## src/rtl/id_forward_scoreboard_pkg.sv

```systemverilog
// Shared types and constants for the decode-stage forwarding scoreboard.
// Entry fields are sized for the widest supported configuration; narrower ports zero-extend.
package id_forward_scoreboard_pkg;

  localparam int SB_ADDR_W = 8;
  localparam int SB_LAT_W  = 4;

  localparam int SLOT_EX  = 0;
  localparam int SLOT_MEM = 1;
  localparam int SLOT_WB  = 2;

  localparam int READY_ALU  = 0;
  localparam int READY_LOAD = 1;

  typedef struct packed {
    logic                 valid;
    logic [SB_ADDR_W-1:0] dst;
    logic [SB_LAT_W-1:0]  rdy;
  } sbEntry_t;

  function automatic sbEntry_t makeEntry(input logic valid, input logic [SB_ADDR_W-1:0] dst,
                                         input logic [SB_LAT_W-1:0] rdy);
    sbEntry_t e;
    e.valid = valid;
    e.dst   = dst;
    e.rdy   = rdy;
    return e;
  endfunction

endpackage

```

## src/rtl/id_forward_scoreboard_fwd_port_resolve.sv

```systemverilog
// One decode read port: finds the youngest in-flight producer of its register and
// either forwards that slot's result, falls back to the register file, or flags a hazard.
module fwd_port_resolve
  import id_forward_scoreboard_pkg::*;
#(
  parameter int DATA_W = 32,
  parameter int ADDR_W = 5,
  parameter int DEPTH  = 3
) (
  input  logic                    en,
  input  logic [ADDR_W-1:0]       addr,
  input  logic [DATA_W-1:0]       rfData,
  input  logic [DEPTH*DATA_W-1:0] stageData,
  input  sbEntry_t [DEPTH-1:0]    entries,
  output logic [DATA_W-1:0]       data,
  output logic                    fwd,
  output logic                    hazard
);

  logic                 hit;
  int                   hitIdx;
  logic [SB_LAT_W-1:0]  hitRdy;
  logic [SB_ADDR_W-1:0] addrExt;

  assign addrExt = SB_ADDR_W'(addr);

  // NOTE: every variable written here gets a default first, so no path leaves a latch.
  always_comb begin
    hit    = 1'b0;
    hitIdx = 0;
    hitRdy = '0;
    // Scan oldest to youngest so the lowest matching slot is the one left standing.
    for (int k = DEPTH - 1; k >= 0; k--) begin
      if (entries[k].valid && entries[k].dst == addrExt) begin
        hit    = 1'b1;
        hitIdx = k;
        hitRdy = entries[k].rdy;
      end
    end

    data   = rfData;
    fwd    = 1'b0;
    hazard = 1'b0;
    if (en && addr != '0 && hit) begin
      if (hitIdx >= int'(hitRdy)) begin
        data = stageData[hitIdx*DATA_W +: DATA_W];
        fwd  = 1'b1;
      end else begin
        hazard = 1'b1;
      end
    end
  end

endmodule

```

## src/rtl/id_forward_scoreboard.sv

```systemverilog
// Decode-stage hazard and forwarding unit: a shifting scoreboard of in-flight writes,
// per-port operand resolution, load-use stall generation and a saturating stall counter.
module id_forward_scoreboard
  import id_forward_scoreboard_pkg::*;
#(
  parameter int DATA_W = 32,
  parameter int ADDR_W = 5,
  parameter int NUM_RD = 2,
  parameter int DEPTH  = 3,
  parameter int LAT_W  = 2,
  parameter int CNT_W  = 16
) (
  input  logic                     clk,
  input  logic                     rst,
  input  logic                     id_valid,
  input  logic                     id_wen,
  input  logic [ADDR_W-1:0]        id_dst,
  input  logic [LAT_W-1:0]         id_ready_slot,
  input  logic [NUM_RD-1:0]        rd_en,
  input  logic [NUM_RD*ADDR_W-1:0] rd_addr,
  input  logic [NUM_RD*DATA_W-1:0] rf_data,
  input  logic [DEPTH*DATA_W-1:0]  stage_data,
  input  logic [DEPTH-1:0]         flush_mask,
  input  logic                     cnt_clr,
  output logic [NUM_RD*DATA_W-1:0] rd_data,
  output logic [NUM_RD-1:0]        rd_fwd,
  output logic                     stall,
  output logic [CNT_W-1:0]         stall_cnt
);

  sbEntry_t [DEPTH-1:0] sb;
  logic [NUM_RD-1:0]    portHazard;
  logic                 doInsert;

  assign doInsert = id_valid && id_wen && (id_dst != '0) && !stall;
  assign stall    = |portHazard;

  for (genvar r = 0; r < NUM_RD; r++) begin : g_port
    fwd_port_resolve #(
      .DATA_W(DATA_W),
      .ADDR_W(ADDR_W),
      .DEPTH (DEPTH)
    ) u_resolve (
      .en       (rd_en[r]),
      .addr     (rd_addr[r*ADDR_W +: ADDR_W]),
      .rfData   (rf_data[r*DATA_W +: DATA_W]),
      .stageData(stage_data),
      .entries  (sb),
      .data     (rd_data[r*DATA_W +: DATA_W]),
      .fwd      (rd_fwd[r]),
      .hazard   (portHazard[r])
    );
  end

  // NOTE: only the valid bits need clearing on reset; stale dst/rdy behind a cleared
  // valid bit can never match, but clearing the whole entry keeps simulation X-free.
  always_ff @(posedge clk) begin
    if (rst) begin
      sb        <= '0;
      stall_cnt <= '0;
    end else begin
      // NOTE: non-blocking updates let every slot sample its upstream neighbour's old value.
      sb[SLOT_EX] <= makeEntry(doInsert && !flush_mask[SLOT_EX],
                               SB_ADDR_W'(id_dst), SB_LAT_W'(id_ready_slot));
      for (int k = 1; k < DEPTH; k++) begin
        sb[k]       <= sb[k-1];
        sb[k].valid <= sb[k-1].valid && !flush_mask[k];
      end

      if (cnt_clr) begin
        stall_cnt <= '0;
      end else if (stall && stall_cnt != {CNT_W{1'b1}}) begin
        stall_cnt <= stall_cnt + 1'b1;
      end
    end
  end

endmodule
```

## config.mk

```make
export PLATFORM = sky130hd
export DESIGN_NAME = id_forward_scoreboard
export DESIGN_NICKNAME = d
export VERILOG_FILES = /design/src/rtl/id_forward_scoreboard_pkg.sv /design/src/rtl/id_forward_scoreboard_fwd_port_resolve.sv /design/src/rtl/id_forward_scoreboard.sv
export SDC_FILE = /design/constraint.sdc
export NUM_CORES = 1
export LEC_CHECK = 0
export BUFFER_PORTS_ARGS = -buffer_cell sky130_fd_sc_hd__buf_2
export CELL_PAD_IN_SITES_DETAIL_PLACEMENT = 1
export CELL_PAD_IN_SITES_GLOBAL_PLACEMENT = 2
export CORE_AREA = 2 2 140 142
export DETAILED_ROUTE_END_ITERATION = 7
export DIE_AREA = 0 0 142 144
export PLACE_DENSITY_LB_ADDON = 0.1
export SYNTH_ARGS = -nofsm -noshare
export SYNTH_HDL_FRONTEND = slang
export SYNTH_SLANG_ARGS = --single-unit
```

## constraint.sdc

```tcl
create_clock -name clk -period 7.7 [get_ports clk]
set_input_delay 2.31 -clock clk [delete_from_list [all_inputs] [get_ports clk]]
set_output_delay 2.31 -clock clk [all_outputs]
set_load 0.02 [all_outputs]
```

==> results of run 1 <==
cells by family (layout without fill, tap and decap cells):
group / count (synthesis) / after routing / synth area share [%]
DFF: 40 / 40 / 18.6
other: 0 / 4 / 0
and+or+nand+nor: 168 / 168 / 19.3
AOI/OAI and AO/OA: 174 / 174 / 30.6
buffers and inverters: 53 / 303 / 7.71
muxes: 65 / 65 / 15.1
xor gates and xnor gates: 35 / 35 / 7.13
adders and majority gates: 5 / 5 / 1.45
metal layers:
layer  routed length, µm  vias up  track usage [%]
met5                   0        -                0
met4                 331        0             5.42
met3                 743       18             1.79
met2                9770      147             33.3
met1                7890     2439             20.1
li1                    -     2482                -
where the power goes:
part           total [µW]  leakage [µW]  internal, µW  switching [µW]
Sequential            217      0.000326           212            5.18
Combinational         152       0.00303          73.7            77.9
Clock                 245     0.0000871           162            83.0
metrics by stage:
step                      hold WS (ns)  cells  util (%)
after CTS                        0.501   1028      31.5
after global routing             0.514   1031      31.6
after global placement           0.493   1020      30.6
after floorplan                  0.450    540         -
after detailed placement         0.492   1020      30.6
final                            0.495   1032      31.6
final timing paths:
| path | to | start |
|---|---|---|
| worst min register to register | sb[27] | sb[14] |
| worst max register to register | stall_cnt[2] | sb[30] |
| worst max-delay path | stall | rd_addr[5] |
| worst min-delay path | sb[27] | sb[14] |
flip-flops by register name, indices dropped and copies added, names as in the netlist:
| register | count |
|---|---|
| sb | 24 |
| stall_cnt | 16 |
cells in the final DEF, fill, tap and decap left out, types with 2 or more instances in the layout:
cell type and instances:
xor2_1 24, dfxtp_1 40, nand2_2 2, diode_2 4
o21ai_0 5, o31ai_4 4, buf_2 269, ha_1 5
and4_1 2, inv_1 10, and3_2 2, buf_4 13
nor3_1 3, xnor2_1 11, a21oi_1 14, a221o_1 2
nand2b_1 2, or4_1 3, mux2i_1 65, clkbuf_16 5
a22oi_1 2, nand3_1 11, a31o_2 2, nor2_1 82
nand3b_1 2, nand4_1 5, and2_1 2, and3_1 5
a211oi_1 68, o21ai_1 2, nor3b_1 2, buf_12 3
a21o_1 68, nand2_1 11, nor4_1 5, or3_1 3
nor2b_1 22
cell type report:
cell class,count,area (µm²),share of cell area [%]
Antenna cell,4,10.0,0.166
Timing Repair Buffer,285,1500,25.0
Sequential cell,40,801,13.3
Clock buffer,6,139,2.31
Tap cell,238,298,4.94
Clock inverter,2,38.8,0.644
Inverter,10,37.5,0.623
Multi-Input combinational cell,447,3200,53.1
worst max-delay path, stage by stage:
cell      delay, ns
buf_2          0.14
xor2_1         0.17
nor4_1         0.36
and3_1         0.24
nor2b_1        0.20
a22oi_1        0.10
a21oi_1        0.17
ha_1           0.24
nand2b_1       0.17
a211oi_1       0.48
o31ai_4        0.21
nand2_1        0.18
buf_2          0.19
==> metrics list, run 1 <==
* R2R cell count: 13
- At the worst endpoint, the required time is 5.39 ns.
* Setup repair after global routing missed its margin: no
- Setup violations remaining at the end of the flow were counted as 0.
- Sort of element at the start of the critical path: input port
- Max-cap violations in this run came to 0.
* Number of fill cells in the layout: 2400
* Total length of routed wires: 18.7 mm
- Along the worst hold path, the cell count comes to 1.
- Placeable core region: 0.0191 mm²
* Setup crit end kind: primary output
- The post-route netlist has 39.4% of its cells at a drive strength greater than 1.
- The floorplan step set the die height to 144 µm.
- Leak pwr: 0.00345 µW
- Headroom to the max-slew limit came out at 52.5%.
* Data arrival time of the worst path: 5.17 ns
* Total number of vias: 5086
* Overall routing resource usage: 17.3%
- Yosys printed 0 warnings.
- The root buffer cell chosen for the clock tree is clkbuf_16.
* Nets in the synthesized netlist: 732
* Fin Clk Skew: 0.00426 ns
- Once the floorplan was initialized, standard cells occupied 22.5% of the core.
- Post-CTS Resized: 0
* Synth area leader: dfxtp_1
- Reg2Reg Setup Slack: 4.12 ns
- Detailed placement ended at an HPWL of 15.0 mm.
* Cell variety after synth: 49
- Setup fix buffers added after clock tree synthesis: 0
* Port Buffers: 269
- Clock H-tree levels: 2
- Die width: 142 µm
* Seq cells post-synth: 40
- Area share of the leading cell type in the synthesized netlist: 18.6%
* Number of buffers added by the clock tree synthesis step: 5
* Clock buffer depth: 2
* Worst Tran Pin Value: 0.712 ns
- Synthesis produced a netlist whose cell count is 540.
- The first global-routing pass estimated 28.2 mm of wire.
* # rows: 51
- Die Footprint: 0.0204 mm²
* GR Overflow Total: 0
- Summing all placed instances gives a cell area of 0.00584 mm².
* FFs w/ async S/R, synth: 0%
- The initial antenna violation count came to 3.
* Worst Path Max Fanout: 5
- Final-report max-slew violation count: 0
* Setup Total Neg Slack: 0 ns
- Clock tree from TritonCTS: done
* CTS sink count: 40
- In this run the power density over the cells is 102 mW/mm².
* Most frequent cell after synthesis: nor2_1
- Post-layout nets: 981
* Post-route cell area: 0.00602 mm²
- Crit path kind: input port to primary output
- In the finished design, the share of the clock period the worst path needs comes to 97.1%.
* List of most frequent post-synthesis cells: nor2_1 (82), a211oi_1 (68), a21o_1 (68)
- Combined area of all synthesized cells: 0.00430 mm²
- Each instance of the synthesized netlist takes up on average 7.96 µm².
* Count of nets left with antenna violations after detail routing: 0
- In the post-synthesis netlist, the biggest area contributors are dfxtp_1 (19%), mux2i_1 (15%), a211oi_1 (12%).
- Number of flops mapped to enable cells by yosys: 0
* First DRT Iteration DRCs: 85
* Worst Setup Slack, final: 0.221 ns
- The worst-case IR drop observed on VDD is 0.159 mV.
- Dividing the detail-routed wire length by the instance count gives 18.2 µm.
* Sequential-to-total area share from yosys stat: 18.6%
* Drt via density: 4.93
* Clk_lat worst skew: 0.28 ns
- Power comes to 614 µW.
* I/O pins: 270
- Worst min path class: register to register
- Prevailing post-synth register cell: dfxtp_1
* Post-route DRC violation count: 0
- OpenSTA, run right after detailed placement, puts the worst setup slack at 0.169 ns.
- The number of global-route vias before repair is 5249.
- Pre-Repair DR Iteration Count: 4
- Clock slew at the register clock pins of the worst setup and hold paths: 0.06 ns
- After layout, the minimum clock period comes to 7.48 ns.
* Hold-fix buffers, CTS: 0
* Run status: finished, final reports clean
* Global placement routability congestion: 0.829
- Layout overhead on the synthesized area: 40.1%
- Entering global routing, the biggest net connects 65 pins.
* Number of hold violations in the final report: 0
- Timing would allow up to 134 MHz.
(Power assumes the default switching activity.)
==> run 2: changes to the inputs <==
- CTS_BUF_LIST: default -> sky130_fd_sc_hd__clkbuf_16
- SETUP_SLACK_MARGIN: default -> 0.4
- clock period: 7.7 -> 8.55 ns (I/O delays scaled with it)
==> metrics list, run 2 (same netlist as run 1, synthesis figures left out) <==
* # rows: 51 (unchanged)
- Startpoint of the most critical hold path: sb[1]
- Number of global-route vias before repair: 5153 (-1.8%)
- R2R Path Start: sb[30]
- Routed metal-1 wirelength: 7.87 mm (-0.15%)
- Crit path buffers/inverters: 4 (+2)
- The highest metal layer carrying signal wires in the routed design is met4.
- The initial antenna violation count came to 2 (-1).
* Post-layout nets: 981 (unchanged)
- Max Cap Violations: 0 (unchanged)
- The final number of max-transition violations was 0 (unchanged).
* Pre-CTS worst setup slack: 0.271 ns (+0.102 ns)
* WL met3: 758 µm (+2.0%)
- The final-report setup violation count is 0 (unchanged).
- Run status: finished, final reports clean
- The number of filler instances in the final layout is 2365 (-1.5%).
* Worst-case headroom to the max-slew limit: 50.0% (-2.5 points)
- Register ranked first by flip-flop count: sb
- The tree is rooted in a clkbuf_16.
- Static timing analysis puts the maximum clock frequency at 126 MHz.
- The area of the die was 0.0204 mm² (unchanged).
* Wire length of the first global-routing pass: 28.0 mm (-0.98%)
- Total cell area at the placement stage: 0.00579 mm² (-0.77%)
- Slowest cell on the critical path: nor4_2
- Clock buffer depth: 2 (unchanged)
- The top-level I/O count was 270 (unchanged).
- Registers with the most flip-flops: sb x24, stall_cnt x16
- The peak ir drop on the vdd network came to 0.120 mV (-25%).
* First DRT Iteration DRCs: 94 (+11%)
- The clock slew at the register clock pins of the worst setup and hold paths is 0.06 ns (about the same).
* Overall routing resource usage: 17.1% (-0.22 points)
- Fin Clk Skew: 0.00438 ns (+0.000120 ns)
- The critical path is of the input port to primary output type.
- Series of cell instances along the critical path: buf_2, xor2_1, nor4_2, and3_4, nor2b_2, a22oi_1, a21oi_1, ha_1, nand2b_1, a21oi_1, nor2_1, o31ai_4, buf_4, clkbuf_16, a21o_1, buf_2
* Worst min path class: register to register
* Die Span Y: 144 µm (unchanged)
- In the layout the commonest cells are buf_2 (269), nor2_1 (82), a21o_1 (68).
- The most critical setup path has its startpoint at rd_addr[5].
- Setup Total Neg Slack: 0 ns (unchanged)
* Layout overhead on the synthesized area: 43.0%
* Count of nets left with antenna violations after detail routing: 0 (unchanged)
- Number of buffers added by the clock tree synthesis step: 5 (unchanged)
* Clock tree from TritonCTS: done
- The count of clock tree sinks was 40 (unchanged).
- Largest stage delay on the critical path: 0.30 ns (-0.18 ns)
* GR Overflow Total: 0 (unchanged)
- The final design instance area without fill came to 0.00615 mm² (+2.1%).
* Port Buffers: 269 (unchanged)
- Number of flip-flops under the largest register name: 24 (unchanged)
- The global placer's final weighted congestion is 0.836 (+0.80%).
- Placeable core region: 0.0191 mm² (unchanged)
- Total instance count after detailed placement: 1014 (-0.59%)
- Clock H-tree levels: 2 (unchanged)
- Per-cell routed wire length: 18.3 µm (+0.55%)
* Cell family with most CP delay: simple AND/OR/NAND/NOR gates
* Clk_lat worst skew: 0.29 ns (about the same)
- The number of vias after detailed routing was 5080 (-0.12%).
- The final cell count without fillers came to 1030 (-0.19%).
* Design Power: 514 µW (-16%)
- Total power density per cell area: 83.7 mW/mm² (-18%)
- The post-layout worst setup margin was 0.601 ns (+0.380 ns).
- Drt via density: 4.93 (about the same)
- Setup crit end kind: primary output
* Number of hold violations in the final report: 0 (unchanged)
- Crit path required time: 5.99 ns (+0.60 ns)
* Initial cell density of the core: 22.5% (unchanged)
- Pre-Repair DR Iteration Count: 4 (unchanged)
- Leak pwr: 0.00346 µW (+0.47%)
- Post-route minimum period: 7.95 ns
- Worst Path Max Fanout: 24 (+19)
- Maximum number of pins on one net before global-route repair: 65 (unchanged)
- Fraction of final layout cells with drive strength greater than 1: 41.8% (+2.4 points)
- STA classifies the critical path startpoint as an input port.
- Setup repair after global routing could not meet its margin everywhere.
* Final critical-path share of the clock period: 93.0%
* Total length of routed wires: 18.8 mm (+0.36%)
- Leaving out fill and tap cells, the most frequent cell in the layout is buf_2.
- The placed wire-length estimate came to 14.5 mm (-2.9%).
* Data arrival time of the worst path: 5.38 ns (+0.21 ns)
* Worst Tran Pin Value: 0.750 ns (+0.0376 ns)
- The post-route DRC violation count came to 0 (unchanged).
* Detailed route wirelength on metal2: 9.84 mm (+0.70%)
- The die extent in x is 142 µm (unchanged).
-- run 2: changes by cell type in the layout (fill, tap and decap cells not counted), moves of 2 or more --
| cell | previous run | this run |
|---|---|---|
| buf_4 | 13 | 9 |
| and3_1 | 5 | 2 |
| and3_4 | 0 | 2 |
| diode_2 | 4 | 2 |
| a211oi_2 | 0 | 12 |
| nor4_2 | 1 | 5 |
| a211oi_1 | 68 | 55 |
| clkbuf_16 | 5 | 8 |
| nor4_1 | 5 | 1 |
-- run 2: worst paths after layout --
check	endpoint	slack (ns)	depth (start not counted)
worst min-delay path	sb[14]	0.49	1
worst min register to register	sb[14]	0.49	1
worst max register to register	stall_cnt[2]	5.13	13
worst max-delay path	rd_data[41]	0.60	16
-- run 2: through the flow --
| stage | hold slack [ns] | util, % |
|---|---|---|
| 4_1_cts | 0.495 | 31.1 |
| 3_5_place_dp | 0.487 | 30.3 |
| 3_3_place_gp | 0.484 | 30.3 |
| 2_1_floorplan | 0.450 | - |
| 6_report | 0.492 | 32.2 |
| 5_1_grt | 0.503 | 32.2 |
-- run 2: per-layer routing --
layer | vias to the layer above | GRT usage [%]
met3 | 19 | 2.05
li1 | 2482 | -
met1 | 2431 | 20.3
met4 | 0 | 4.58
met5 | - | 0
met2 | 148 | 32.5
-- run 2: what timing repair did --
item | in CTS | in global routing
hold buffers | 0 | 0
gates cloned | 0 | 3
resized for setup | 3 | 22
setup endpoints to repair | 25 | 64
endpoints found under the hold margin | 0 | 0
buffers inserted | 0 | 3
-- run 2: where the power goes --
part           leakage (µW)  internal [µW]  switching [µW]  total (µW)
Sequential         0.000326            191            4.28         195
Clock             0.0000687            106            74.8         181
Combinational       0.00307           66.8            71.8         139
Total               0.00346            363             151         514
-- run 2: area by class of cell --
type,count,area (µm²),area share [%]
Antenna cell,2,5.00,0.0814
Clock inverter,3,15.0,0.244
Tap cell,238,298,4.84
Timing Repair Buffer,285,1560,25.4
Clock buffer,5,125,2.04
Inverter,10,37.5,0.611
Sequential cell,40,801,13.0
Multi-Input combinational cell,447,3310,53.8
